### src/rtl/condicionador_botoes.sv
// condicionador_botoes: synchronizes and debounces raw push-button lines,
// validates single-button presses and emits one clean pulse per press.
// Optional rejection counter on db_rejeitos: define CONDICIONADOR_REJEITOS_EN.
module condicionador_botoes #(
    parameter int N_BOTOES        = 4,
    parameter int DEBOUNCE_CICLOS = 50000
) (
    input  logic                clock,
    input  logic                reset,
    input  logic [N_BOTOES-1:0] botoes,
    input  logic                limpa,
    output logic                jogada_feita,
    output logic [N_BOTOES-1:0] jogada,
    output logic                multipla,
    output logic [1:0]          db_estado,
    output logic [3:0]          db_rejeitos
);

    localparam int LARG_CONT = $clog2(DEBOUNCE_CICLOS + 1);
    localparam logic [LARG_CONT-1:0] CONT_FINAL = LARG_CONT'(DEBOUNCE_CICLOS - 1);
    localparam logic [LARG_CONT-1:0] CONT_UM    = LARG_CONT'(1);
    localparam logic [N_BOTOES-1:0]  BOTAO_UM   = N_BOTOES'(1);

    typedef enum logic [1:0] {
        OCIOSO        = 2'd0,
        DEBOUNCE      = 2'd1,
        ESPERA_SOLTAR = 2'd2
    } estado_t;

    estado_t               estado;
    estado_t               estado_prox;
    logic [N_BOTOES-1:0]   sinc1;
    logic [N_BOTOES-1:0]   sinc;
    logic [N_BOTOES-1:0]   amostra;
    logic [N_BOTOES-1:0]   amostra_prox;
    logic [LARG_CONT-1:0]  contador;
    logic [LARG_CONT-1:0]  contador_prox;
    logic                  aceita;
    logic                  rejeita_multi;
    logic                  amostra_unica;

    // Exactly one bit set in the captured sample
    assign amostra_unica = (amostra != '0) && ((amostra & (amostra - BOTAO_UM)) == '0);

    assign db_estado = estado;

    // Two-flop synchronizer for the asynchronous button lines
    always_ff @(posedge clock or posedge reset) begin
        if (reset) begin
            sinc1 <= '0;
            sinc  <= '0;
        end else begin
            sinc1 <= botoes;
            sinc  <= sinc1;
        end
    end

    // FSM state, debounce counter and captured sample
    always_ff @(posedge clock or posedge reset) begin
        if (reset) begin
            estado   <= OCIOSO;
            contador <= '0;
            amostra  <= '0;
        end else begin
            estado   <= estado_prox;
            contador <= contador_prox;
            amostra  <= amostra_prox;
        end
    end

    // Next-state logic: capture, debounce, accept/reject, wait for release
    always_comb begin
        estado_prox   = estado;
        contador_prox = contador;
        amostra_prox  = amostra;
        aceita        = 1'b0;
        rejeita_multi = 1'b0;
        case (estado)
            OCIOSO: begin
                if (sinc != '0) begin
                    amostra_prox  = sinc;
                    contador_prox = '0;
                    estado_prox   = DEBOUNCE;
                end
            end
            DEBOUNCE: begin
                if (sinc != amostra) begin
                    contador_prox = '0;
                    estado_prox   = OCIOSO;
                end else if (contador < CONT_FINAL) begin
                    contador_prox = contador + CONT_UM;
                end else begin
                    contador_prox = '0;
                    estado_prox   = ESPERA_SOLTAR;
                    if (amostra_unica) begin
                        aceita = 1'b1;
                    end else begin
                        rejeita_multi = 1'b1;
                    end
                end
            end
            ESPERA_SOLTAR: begin
                if (sinc != '0) begin
                    contador_prox = '0;
                end else if (contador < CONT_FINAL) begin
                    contador_prox = contador + CONT_UM;
                end else begin
                    contador_prox = '0;
                    estado_prox   = OCIOSO;
                end
            end
            default: begin
                contador_prox = '0;
                estado_prox   = OCIOSO;
            end
        endcase
    end

    // Registered output pulses and jogada register; acceptance beats limpa
    always_ff @(posedge clock or posedge reset) begin
        if (reset) begin
            jogada_feita <= 1'b0;
            multipla     <= 1'b0;
            jogada       <= '0;
        end else begin
            jogada_feita <= aceita;
            multipla     <= rejeita_multi;
            if (aceita) begin
                jogada <= amostra;
            end else if (limpa) begin
                jogada <= '0;
            end
        end
    end

`ifdef CONDICIONADOR_REJEITOS_EN
    logic [3:0] rejeitos;
    logic       aborto;

    assign aborto      = (estado == DEBOUNCE) && (sinc != amostra);
    assign db_rejeitos = rejeitos;

    // Saturating count of debounce aborts and multi-button rejections
    always_ff @(posedge clock or posedge reset) begin
        if (reset) begin
            rejeitos <= '0;
        end else if ((aborto || rejeita_multi) && (rejeitos != 4'hF)) begin
            rejeitos <= rejeitos + 4'd1;
        end
    end
`else
    assign db_rejeitos = 4'h0;
`endif

endmodule

### config.mk
export PLATFORM = sky130hd
export DESIGN_NAME = condicionador_botoes
export DESIGN_NICKNAME = d
export VERILOG_FILES = /design/src/rtl/condicionador_botoes.sv
export SDC_FILE = /design/constraint.sdc
export NUM_CORES = 1
export LEC_CHECK = 0
export ABC_AREA = 1
export CAP_MARGIN = 20
export CORE_ASPECT_RATIO = 1.4
export CORE_MARGIN = 3
export CORE_UTILIZATION = 46
export CTS_BUF_LIST = sky130_fd_sc_hd__clkbuf_8
export DETAILED_ROUTE_END_ITERATION = 10
export GPL_TIMING_DRIVEN = 0
export PLACE_DENSITY_LB_ADDON = 0.1
export SLEW_MARGIN = 5
export SYNTH_ARGS = -nofsm -noshare
export SYNTH_HDL_FRONTEND = slang
export SYNTH_SLANG_ARGS = --single-unit
### constraint.sdc
create_clock -name clock -period 2.02 [get_ports clock]
set_input_delay 0.404 -clock clock [delete_from_list [all_inputs] [get_ports clock]]
set_output_delay 0.404 -clock clock [all_outputs]
set_load 0.1 [all_outputs]
After elaboration in Yosys (flattened, before gate mapping)
Cells that the tools add are included.

storage, ports and cells
  word-level logic and storage cells = 48
  register bits after elaboration = 36
  input bits = 7

operators by class
  equal/unequal tests = 7
  magnitude comparators = 1
  reduce and logical (&&, ||, !) cells = 8
  mux-type cells = 21
  add/sub/neg operators = 2
  bitwise operators = 1

operators with widths
  kind                                                number
  2-to-1 mux 16 bit                                   4
  case mux 16 bit (3 select lines)                    1
  adder 16 x 1 -> 16 bit, second input constant       1
  less-than comparator 16 bit, second input constant  1
  2-to-1 mux 2 bit                                    5
  2-to-1 mux 1 bit                                    8
  2-to-1 mux 4 bit                                    2
  nonzero test 4 bit                                  2
  != test 2 bit, second input constant                3
  case mux 2 bit (3 select lines)                     1
  AND 4 bit                                           1
  zero test 4 bit                                     1
  != test 4 bit                                       1
  AND reduction 4 bit                                 1
  subtractor 4 x 1 -> 4 bit, second input constant    1
  != test 3 bit, second input constant                1
  == test 2 x 1 -> 1 bit, second input constant       1
  == test 2 bit, second input constant                1
  zero test 2 bit                                     1
  AND reduction 2 bit                                 1
  nonzero test 2 bit                                  1
  logical AND 1 bit                                   1

Longest topological paths before layout
  depth in word-level cells = 9
  depth in mapped cells = 11
  gate-level depth less buffers = 11

Least setup slack after synthesis
No wires, ideal clock.

  path type = reg-to-reg
  start = reg estado[0] (netlist: db_estado[0])
  end = reg contador[1]
  path slack = -0.102 ns
  cell stages (with the launch flop) = 7
  library setup time = 0.083 ns
  arrival time = 2.039 ns
  path buffers = 1
  cell sequence = dfrtp_1 -> inv_1 -> ha_1 -> nand4_2 -> clkbuf_1 -> nand3_1 -> o21ai_0

between the ends
  longest elaborated chain between the ends = 2

RTL lines
  what                                                               line  RTL
  start, declared                                                    30    estado_t estado;
  start signal, assigned                                             65    estado <= estado_prox;
  == test 2 bit (tied with other cells)                              78    case (estado)
  case mux 16 bit (3 select lines) or != test 2 bit (tied branches)  n/a
  end signal, assigned                                               66    contador <= contador_prox;
  end, declared                                                      36    logic [LARG_CONT-1:0] contador;

Parallel ways exist; a longest one is shown, timed or not.
A chain may end at the register's enable or synchronous reset.

Worst setup path in the final report
  start = reg estado[0] (netlist: db_estado[0])
  end = out db_estado[0]

RTL lines
  what           line  RTL
  end, declared  15    output logic [1:0] db_estado,

No word-level cell between the ends.

==> summary.md <==
The flow ran to the end, and the final reports show no timing, DRC or antenna violations. Summed over all nets, the switching power comes to 800 uW. Counting the buffers created by CTS gives 5. The floorplan has 28 rows.

The clock period minus worst slack is 1960 ps, and the number of pins exceeding their max-slew limit in the final report is 0. TritonCTS built the clock tree. In this run the worst path has a maximum fanout of 4. The largest net degree at the start of global routing was 37. For the worst slack at placement, the log shows 98.3 ps.

Summed instance area of the synthesized netlist: 2080 sq um. Cell type of the slowest stage on the worst timing path: sky130_fd_sc_hd__dlygate4sd2_1. For the clock network power share, the log shows 0.297.

The count of nets left with antenna violations once routing finished came out at 0. The vertical die dimension was 85.6 um. The run gives 36 as the count of clock tree sinks. STA classifies the critical path startpoint as a flop. Origin of the critical flop-to-flop path: db_estado[0]. The tools report the count of synthesis-stage warnings from yosys as 0. The worst-margin pin slew is 966 ps, and the level count of the clock H-tree is 2. The tools report the count of final hold-check violations as 0.

The worst hold path belongs to the class flop to flop. Dividing total power by cell area gives a power density of 887 nW/um^2. Compared with the post-synthesis result, the final layout area differs by 15.9%. The hold path startpoint is sinc1[3]. The cell sitting at the root of the clock tree is a sky130_fd_sc_hd__clkbuf_8. VDD sags by at most 0.000479 V.

The run gives 0 as the total congestion overflow. The initial antenna violation count came out at 0. The die is 62.8 um wide. Once layout is complete, the cells apart from fillers number 355. Counting cells, the worst reg-to-reg path comes to 6. The cell with the most instances after synthesis is sky130_fd_sc_hd__nand2_1.

The tools report the share of total power in sequential cells as 0.404. The worst hold path terminates at sinc[3]. The number of stages on the worst hold path is 0, and the internal power component is 1.34 mW. The post-layout utilization of the core is 0.560, and the leakage power of the design is 1.12 nW. After routing the design area is 2410 sq um. Including well taps, the total number of placed cells is 347. The run gives 8110 um as the global-route wire length before repair. Traced cell by cell, the critical path runs through dlygate4sd2_1. The worst register-to-register path ends at contador[1].

The area of the core is 4310 sq um. The portion of synthesized cell area occupied by the leading cell type came out at 0.433. Once the clock tree was built, the setup fixing pass inserted 0 buffers. Broken down by cell family, the worst path's largest delay share belongs to buffers and inverters. Top achievable clock speed: 0.511 GHz. Clock skew on the completed layout was measured at 9.79 ps. In this run the cell area measured after placement is 2310 sq um. The slack of the critical path was 62.0 ps.

The total inserted antenna cells is 0. Across the run, the number of max-cap violations was 0. The register area share after synthesis came out at 0.433.

For the overall via count from detail_route, the log shows 1739. Setup violations remaining at the end of the flow were counted as 0. The synthesized design spends more area on one cell type than any other, namely sky130_fd_sc_hd__dfrtp_1. The detailed placer's ending HPWL was 3400 um. Setup repair after global routing left no endpoint under its margin.

The fraction of layout cells with a size suffix above 1 is 0.153. The number of enable-type register cells in the synthesized netlist is 0, and the DRC violation count after routing is 0. At the worst endpoint, the arrival time is 1550 ps.

The worst-case hold slack came out at 339 ps. The post-synthesis async set-or-reset flop share came out at 1.00. The delay of the slowest critical-path stage was 860 ps. The number of DRC markers in iteration 0 is 74, and the post-route fraction of the period consumed by the critical path is 0.969. The tools report the number of global-route vias before repair as 1796.

The netlist uses 34 different library cells. The number of buffers inserted by port buffering works out to 14. The mean number of vias per cell is 4.90. The switching power share of the total is 0.374.

By area the synthesized netlist is led by sky130_fd_sc_hd__dfrtp_1, sky130_fd_sc_hd__nand2_1, sky130_fd_sc_hd__inv_1. The latest clock arrival within the worst-skew pair is 290 ps, and the remaining max-slew budget at the tightest pin is 0.359. The part of the total power dissipated in combinational logic was 0.299; the final-stage net count was 305.

Type of the worst setup path: flop to primary output. By count the netlist is led by sky130_fd_sc_hd__nand2_1, sky130_fd_sc_hd__dfrtp_1, sky130_fd_sc_hd__inv_1. The logs give 240 ps for the setup slack of the most critical reg-to-reg path and 4620 um for the routed wire length.

The cell count after synthesis came out at 270. For the overall routing resource usage, the log shows 0.191. The most used flip-flop cell after synthesis is sky130_fd_sc_hd__dfrtp_1.

Fill cells in the final layout number 452. The required arrival time at the worst endpoint is 1620 ps. Counting flops and latches in the post-synthesis netlist gives 36.

For this design the top-level I/O count stands at 19. The number of buffers on the longest clock path is 2, and the mean cell area of the mapped netlist is 7.71 sq um. STA classifies the critical path endpoint as a primary output. The combined buffer and inverter count along the critical path is 1. For the placer congestion estimate, the log shows 0.890. The run gives 0.483 as the initial core utilization. For the die footprint, the log shows 5380 sq um.

Clock-pin slew was measured on the worst setup and hold paths at 80 ps. The tools report the detailed-routing iteration count for the pre-antenna-repair pass as 4. Dividing the detail-routed wire length by the instance count gives 13.0 um.
kinds of logic (layout without fill, tap and decap cells):
group                    count (synthesis)  after routing  synth area share
AO/OA/AOI/OAI                           35             35             0.101
XOR/XNOR                                 1              1           0.00421
adder cells (fa/ha/maj)                  4              4            0.0241
buffers and inverters                   47             69             0.106
flip-flops                              36             36             0.433
other                                    1              4           0.00180
AND/OR/NAND/NOR                        146            146             0.330
sequential cells by signal (all words and copies together) (netlist names):
name and flops:
contador 16, amostra 4, jogada 4, sinc1 4
sinc 4, db_estado 2, jogada_feita 1, multipla 1
power by group through the flow:
| stage | Clock (mW) | Sequential, mW | Combinational [mW] |
|---|---|---|---|
| after floorplan | 0 | 0.929 | 0.435 |
| after global placement | 0 | 0.878 | 0.640 |
| after detailed placement | 0 | 0.880 | 0.652 |
| after CTS | 0.652 | 0.865 | 0.645 |
| after global routing | 0.684 | 0.876 | 0.713 |
| final | 0.636 | 0.863 | 0.639 |
layer usage:
metal	vias up	track usage	part of all wire
li1	893	-	-
met1	808	0.202	0.41
met2	25	0.365	0.54
met3	13	0.0380	0.027
met4	0	0.0823	0.025
met5	-	0	0
layout by cell type, fill, tap and decap left out, drive strengths merged:
cell           Yosys  layout
nand2             71      71
nor2              37      37
dfrtp             36      36
inv               36      36
nand3             30      30
a21oi             20      20
o21ai              9       9
dlygate4sd2        0       8
clkbuf             2       7
buf                7       7
clkdlybuf4s50      0       6
ha                 4       4
conb               1       4
nor3               3       3
clkinv             2       3
nand4              3       3
o21bai             2       2
a21boi             2       2
a22oi              1       1
xnor2              1       1
nand3b             1       1
or2                1       1
a31o               1       1
bufinv             0       1
clkinvlp           0       1
worst max-delay path by stage:
stage | start | depth (start not counted) | slack [ps] | endpoint
floorplan | db_estado[0] | 6 | 200 | contador[1]
global placement | reset | 2 | -130 | db_estado[0]
detailed placement | db_estado[0] | 1 | 100 | db_estado[0]
CTS | db_estado[0] | 1 | 50 | db_estado[0]
global route | db_estado[0] | 1 | 40 | db_estado[0]
finish | db_estado[0] | 1 | 60 | db_estado[0]
area by class of cell:
type / instances / area, sq um / share of cell area
multi-input combinational: 190 / 971 / 0.403
sequential: 36 / 903 / 0.375
inverter: 38 / 144 / 0.0597
timing repair buffer: 14 / 130 / 0.0540
buffer: 9 / 76.3 / 0.0317
tap: 60 / 75.1 / 0.0311
clock buffer: 5 / 68.8 / 0.0285
clock inverter: 3 / 42.5 / 0.0176
stage by stage:
step / setup TNS [ps] / power (mW)
detailed placement: 0 / 1.53
global route: 0 / 2.27
CTS: 0 / 2.16
floorplan: 0 / 1.36
finish: 0 / 2.14
global placement: -1030 / 1.52
timing repair:
action / 4_1_cts / 5_1_grt
endpoints found under the setup margin: 8 / 0
resized for setup: 8 / 0
hold buffers: 0 / 0
Note: power is estimated with default switching activity, not from simulation.
